[config.mk]
export PLATFORM = sky130hd
export DESIGN_NAME = mem_access_unit
export DESIGN_NICKNAME = d
export VERILOG_FILES = /design/src/rtl/mem_access_unit.sv
export SDC_FILE = /design/constraint.sdc
export NUM_CORES = 1
export LEC_CHECK = 0
export ABC_AREA = 1
export CAP_MARGIN = 20
export CORE_ASPECT_RATIO = 0.75
export CORE_UTILIZATION = 37
export CTS_CLUSTER_SIZE = 8
export DETAILED_ROUTE_END_ITERATION = 10
export GPL_TIMING_DRIVEN = 0
export PLACE_DENSITY = 0.71
export SLEW_MARGIN = 0
export SYNTH_ARGS = -nofsm -noshare
export SYNTH_HDL_FRONTEND = slang
export SYNTH_SLANG_ARGS = --single-unit
[constraint.sdc]
create_clock -name clk -period 12.55 [get_ports clk]
set_input_delay 3.765 -clock clk [delete_from_list [all_inputs] [get_ports clk]]
set_output_delay 3.765 -clock clk [all_outputs]
set_load 0.05 [all_outputs]
[src/rtl/mem_access_unit.sv]
// MEM stage: EX/MEM controls -> data-memory req/ack transaction, load align/extend, MEM/WB register.
// Optional MEM_MISALIGN_TRAP_EN: misaligned accesses are suppressed and reported on bus_err_out.
module mem_access_unit #(
  parameter int TIMEOUT = 16
) (
  input  logic        clk,
  input  logic        rst,
  input  logic        RegWrite,
  input  logic        MemWrite,
  input  logic        MemRead,
  input  logic [1:0]  MemtoReg,
  input  logic [2:0]  funct3,
  input  logic [4:0]  rd,
  input  logic [31:0] result,
  input  logic [31:0] writeData,
  input  logic [31:0] NextAddr,
  output logic        dmem_req,
  output logic        dmem_we,
  output logic [31:0] dmem_addr,
  output logic [31:0] dmem_wdata,
  output logic [3:0]  dmem_be,
  input  logic        dmem_ack,
  input  logic [31:0] dmem_rdata,
  output logic        stall_out,
  output logic        RegWrite_out,
  output logic [1:0]  MemtoReg_out,
  output logic [4:0]  rd_out,
  output logic [31:0] result_out,
  output logic [31:0] NextAddr_out,
  output logic [31:0] readData_out,
  output logic        bus_err_out
);
  typedef enum logic {IDLE, WAIT} state_t;
  localparam int CW = $clog2(TIMEOUT + 1);
  localparam logic [CW-1:0] TMO = CW'(TIMEOUT);

  state_t      state;
  logic [CW-1:0] cnt;
  logic [31:0] addr_q, wdata_q;
  logic [3:0]  be_q;
  logic        we_q;

  logic        access, is_load, is_byte, is_half, is_word, misalign;
  logic [1:0]  off;
  logic [3:0]  be_live;
  logic [31:0] wdata_live, rsh, load_data;
  logic        issue, timeout_hit, ack_ok;

  assign access  = MemRead | MemWrite;
  assign is_load = MemRead;
  assign off     = result[1:0];
  // Unused funct3 encodings fall through to word size.
  assign is_byte = is_load ? (funct3[1:0] == 2'b00) : (funct3 == 3'b000);
  assign is_half = is_load ? (funct3[1:0] == 2'b01) : (funct3 == 3'b001);
  assign is_word = !is_byte && !is_half;

`ifdef MEM_MISALIGN_TRAP_EN
  assign misalign = access && ((is_half && off[0]) || (is_word && off != 2'b00));
`else
  assign misalign = 1'b0;
`endif

  always_comb begin
    be_live    = 4'hF;
    wdata_live = writeData;
    if (is_byte) begin
      be_live    = 4'b0001 << off;
      wdata_live = {4{writeData[7:0]}};
    end else if (is_half) begin
      be_live    = 4'b0011 << off;
      wdata_live = {2{writeData[15:0]}};
    end
  end

  assign rsh = dmem_rdata >> {off, 3'b000};
  always_comb begin
    load_data = dmem_rdata;
    if (is_byte)      load_data = {{24{rsh[7]  & ~funct3[2]}}, rsh[7:0]};
    else if (is_half) load_data = {{16{rsh[15] & ~funct3[2]}}, rsh[15:0]};
  end

  assign issue       = (state == IDLE) && access && !misalign;
  assign timeout_hit = (state == WAIT) && (cnt == TMO);
  // Gated by rst so the request drops the instant reset asserts.
  assign dmem_req    = !rst && (issue || (state == WAIT && !timeout_hit));
  assign ack_ok      = dmem_req && dmem_ack;
  assign stall_out   = dmem_req && !dmem_ack;

  always_comb begin
    dmem_we    = 1'b0;
    dmem_addr  = '0;
    dmem_wdata = '0;
    dmem_be    = '0;
    if (dmem_req) begin
      if (state == WAIT) begin
        dmem_we = we_q; dmem_addr = addr_q; dmem_wdata = wdata_q; dmem_be = be_q;
      end else begin
        dmem_we = MemWrite && !MemRead; dmem_addr = {result[31:2], 2'b00};
        dmem_wdata = wdata_live; dmem_be = be_live;
      end
    end
  end

  // Next MEM/WB contents; default is a bubble.
  logic        n_rw, n_err, pass;
  logic [31:0] n_rdata;
  always_comb begin
    pass    = 1'b0;
    n_rw    = 1'b0;
    n_rdata = '0;
    n_err   = 1'b0;
    if (state == IDLE && !access) begin
      pass = 1'b1; n_rw = RegWrite;
    end else if (state == IDLE && misalign) begin
      pass = 1'b1; n_err = 1'b1;
    end else if (timeout_hit) begin
      pass = 1'b1; n_err = 1'b1;
    end else if (ack_ok) begin
      pass = 1'b1; n_rw = RegWrite;
      n_rdata = is_load ? load_data : 32'h0;
    end
  end

  always_ff @(posedge clk or posedge rst) begin
    if (rst) begin
      state        <= IDLE;
      cnt          <= '0;
      addr_q       <= '0;
      wdata_q      <= '0;
      be_q         <= '0;
      we_q         <= 1'b0;
      RegWrite_out <= 1'b0;
      MemtoReg_out <= '0;
      rd_out       <= '0;
      result_out   <= '0;
      NextAddr_out <= '0;
      readData_out <= '0;
      bus_err_out  <= 1'b0;
    end else begin
      RegWrite_out <= n_rw;
      MemtoReg_out <= pass ? MemtoReg : 2'b00;
      rd_out       <= pass ? rd       : 5'd0;
      result_out   <= pass ? result   : 32'h0;
      NextAddr_out <= pass ? NextAddr : 32'h0;
      readData_out <= n_rdata;
      bus_err_out  <= n_err;
      case (state)
        IDLE: begin
          cnt <= '0;
          if (issue) begin
            addr_q  <= {result[31:2], 2'b00};
            wdata_q <= wdata_live;
            be_q    <= be_live;
            we_q    <= MemWrite && !MemRead;
            if (!dmem_ack) begin
              state <= WAIT;
              cnt   <= CW'(1);
            end
          end
        end
        WAIT: begin
          if (timeout_hit || dmem_ack) begin
            state <= IDLE;
            cnt   <= '0;
          end else begin
            cnt <= cnt + 1'b1;
          end
        end
        default: state <= IDLE;
      endcase
    end
  end
endmodule

==> flow_metrics.env, run 1 <==
export IMPL_drt_wirelength_per_cell_um=16.72
export IMPL_cts_tree="yes"
export IMPL_holdBufCountCts=0
export IMPL_cts_clk_slew_worst_paths_ps=80
export IMPL_syn_to_final_growth_pct=48.47
export IMPL_grt_pass1_wl_mm=44.82
export IMPL_start_kind="input pin"
export IMPL_slowest_delay_ps=740
export IMPL_ys_seq_area_share_pct=51.62
export IMPL_dieArea_mm2=0.02394
export IMPL_period_share_pct=81.93
export IMPL_path_class="input pin to output port"
export IMPL_nNetsFinal=1598
export IMPL_worstPathCellList="clkdlybuf4s50_1 -> inv_2 -> buf_1 -> ha_1 -> or2_2 -> o21ai_1 -> a21oi_1 -> clkdlybuf4s50_1"
export IMPL_io_buffers=317
export IMPL_setup_viol=0
export IMPL_cellPowerDensity_mw_per_mm2=138.1
export IMPL_grt_max_degree=127
export IMPL_cts_htree_levels=4
export IMPL_finalMaxSlewViolations=0
export IMPL_dp_hpwl_mm=21.88
export IMPL_arrival_ps=6520
export IMPL_rr_worst_depth=8
export IMPL_drt_pass1_iter_count=5
export IMPL_io_pins=320
export IMPL_start_util_pct=38.41
export IMPL_overflow=0
export IMPL_vias=8588
export IMPL_die_x_um=178.3
export IMPL_cts_resized=0
export IMPL_coreArea_mm2=0.02246
export IMPL_dp_cells=1723
export IMPL_crit_top_cell="clkdlybuf4s50_1"
export IMPL_fillers=2054
export IMPL_whs_path_depth=2
export IMPL_syn_avg_cell_area_um2=7.774
export IMPL_track_usage_pct=24.53
export IMPL_crit_buf_inv=4
export IMPL_place_congestion=0.9108
export IMPL_p_leak_uw=0.006662
export IMPL_drc=0
export IMPL_tns_ps=0
export IMPL_diodes=0
export IMPL_final_cells=1755
export IMPL_via_per_inst=4.893
export IMPL_cp_depth=8
export IMPL_final_cell_area_mm2=0.01281
export IMPL_grt_pass1_vias=7975
export IMPL_yosys_warnings=0
export IMPL_ys_types=29
export IMPL_antenna_found_initial=0
export IMPL_worstPathRequired_ps=8780
export IMPL_placed_cell_area_mm2=0.01221
export IMPL_antenna_left=0
export IMPL_drive_above_1_share_pct=7.461
export IMPL_clock_latency_ps=420
export IMPL_clockBufferDepth=2
export IMPL_fmax_mhz=97.25
export IMPL_rsz0062_at_grt="false"
export IMPL_wirelength_mm=29.34
export IMPL_fin_util_pct=57.03
export IMPL_syn_area_mm2=0.008630
export IMPL_crit_path_end_kind="output port"
export IMPL_cp_max_fo=11
export IMPL_finClkSkew_ps=11.52
export IMPL_hold_violations=0
export IMPL_cts_root_buf="clkbuf_16"
export IMPL_clock_sinks=178
export IMPL_critPathTopFamily="buffers and inverters"
export IMPL_tightest_slew_ps=658.9
export IMPL_relSlewSlack_pct=55.78
export IMPL_hp_class="register to register"
export IMPL_maxCapViolations=0
export IMPL_outcome="finished clean"
export IMPL_die_y_um=134.3
export IMPL_ys_ff_latch=178
export IMPL_ir_drop_uv=94.59
export IMPL_fin_crit_ps=10280
export IMPL_slowest_stage="clkdlybuf4s50_1"
export IMPL_numCtsBuffers=17
export IMPL_netlist_instances=1110
export IMPL_rows=47
export IMPL_cts_setup_buffers=0
export IMPL_drtIter0Drc=785
==> logic make-up after synthesis <==
| logic type | Yosys count | share of synthesized area [%] |
|---|---|---|
| buffers and inverters | 247 | 12.14 |
| adders and majority gates | 6 | 0.8699 |
| AOI/OAI and AO/OA | 191 | 11.85 |
| DFF | 178 | 51.62 |
| other | 1 | 0.04346 |
| and+or+nand+nor | 484 | 23.18 |
| xor gates and xnor gates | 3 | 0.3045 |
==> layout make-up <==
type / count / area (µm²) / area share [%]
buffer: 65 / 364.1 / 2.842
tap: 294 / 367.9 / 2.871
inverter: 182 / 690.7 / 5.391
multi-input combinational: 686 / 3132 / 24.44
clock inverter: 14 / 163.9 / 1.279
timing repair buffer: 318 / 3201 / 24.98
clock buffer: 18 / 439.2 / 3.428
sequential: 178 / 4454 / 34.77
==> synthesized netlist by cell type, drive strengths merged <==
master	count	share of area (%)
a211oi	1	0.087
a21boi	1	0.087
a21oi	66	4.0
buf	43	3.3
clkbuf	22	0.96
conb	1	0.043
dfrtp	178	52
ha	6	0.87
inv	182	7.9
nand2	280	12
nand3	50	3.7
nand4	1	0.14
nor2	152	6.8
o211ai	20	1.7
o21ai	103	6.0
or2	1	0.073
xnor2	1	0.10
xor2	2	0.20
==> placed cells by master, fill, tap and decap left out, drive strengths merged <==
| master | synthesis | layout |
|---|---|---|
| a21boi | 1 | 1 |
| dfrtp | 178 | 178 |
| clkinv | 0 | 3 |
| clkdlybuf4s50 | 0 | 317 |
| nand4 | 1 | 1 |
| a211oi | 1 | 1 |
| o21ai | 103 | 103 |
| nand2 | 280 | 280 |
| a21oi | 66 | 66 |
| ha | 6 | 6 |
| o211ai | 20 | 20 |
| conb | 1 | 2 |
| nor2 | 152 | 152 |
| clkbuf | 22 | 40 |
| xor2 | 2 | 2 |
| xnor2 | 1 | 1 |
| inv | 182 | 190 |
| clkinvlp | 0 | 2 |
| or2 | 1 | 1 |
| buf | 43 | 44 |
| bufinv | 0 | 1 |
| nand3 | 50 | 50 |
==> sequential cells by signal, indices dropped and copies added, names as in the netlist <==
name          cells
cnt               5
result_out       32
be_q              4
NextAddr_out     32
addr_q           30
wdata_q          32
rd_out            5
readData_out     32
bus_err_out       1
RegWrite_out      1
we_q              1
MemtoReg_out      2
state             1
==> path summary, 6_finish.rpt <==
check,startpoint,to,slack [ps]
hold / removal,we_q$_DFFE_PP0P_,we_q$_DFFE_PP0P_,480
hold reg to reg,we_q$_DFFE_PP0P_,we_q$_DFFE_PP0P_,480
max in group asynchronous,rst,readData_out[31]$_DFF_PP0_,7760
min in group asynchronous,rst,result_out[4]$_DFF_PP0_,3850
setup / recovery,result[1],dmem_be[2],2270
setup reg to reg,cnt[0]$_DFF_PP0_,result_out[1]$_DFF_PP0_,10790
==> routing by layer <==
metal	up-vias	global-route usage [%]	part of all wire (%)
met5	-	0	0
li1	4066	-	-
met4	0	7.580	2.0
met2	451	38.54	46
met1	4029	33.84	43
met3	42	5.074	8.6
==> through the flow <==
step                worst slack [ps]  total power (µW)  hold WS [ps]
detailed placement              2317              1230         459.9
global route                    2199              1848         498.8
global placement                1279              1221         452.8
finish                          2267              1769         475.0
floorplan                       3224              1017         442.2
CTS                             2282              1780         477.7
==> where the power goes <==
part / total, µW / internal [µW] / switching, µW
registers: 668 / 638 / 30.6
clock network: 546 / 290 / 256
logic: 555 / 187 / 368
total: 1770 / 1120 / 654
==> worst register-to-register path, cell delays in order (launching register included) <==
cell and delay (ps):
dfrtp_1 410, inv_1 70, ha_1 190, nand3_4 130
nand3_2 150, nand3_2 250, buf_2 320, nand2_1 90
inv_1 40
Power figures use the tool's default switching activity.
==> run 2, diff against run 1 <==
==> constraint.sdc (replaced) <==
create_clock -name clk -period 10 [get_ports clk]
set_input_delay 3 -clock clk [delete_from_list [all_inputs] [get_ports clk]]
set_output_delay 3 -clock clk [all_outputs]
set_load 0.05 [all_outputs]
==> results of run 2 <==
Same layout as run 1 (identical final DEF). Status: finished clean.
Main changes from that run: setup slack after placement 2317 ps -> 1297 ps; setup slack after layout 2267 ps -> 1247 ps; register-to-register setup slack 10790 ps -> 8240 ps; total power 1769 µW -> 2220 µW; worst IR drop on VDD 94.59 µV -> 118.7 µV
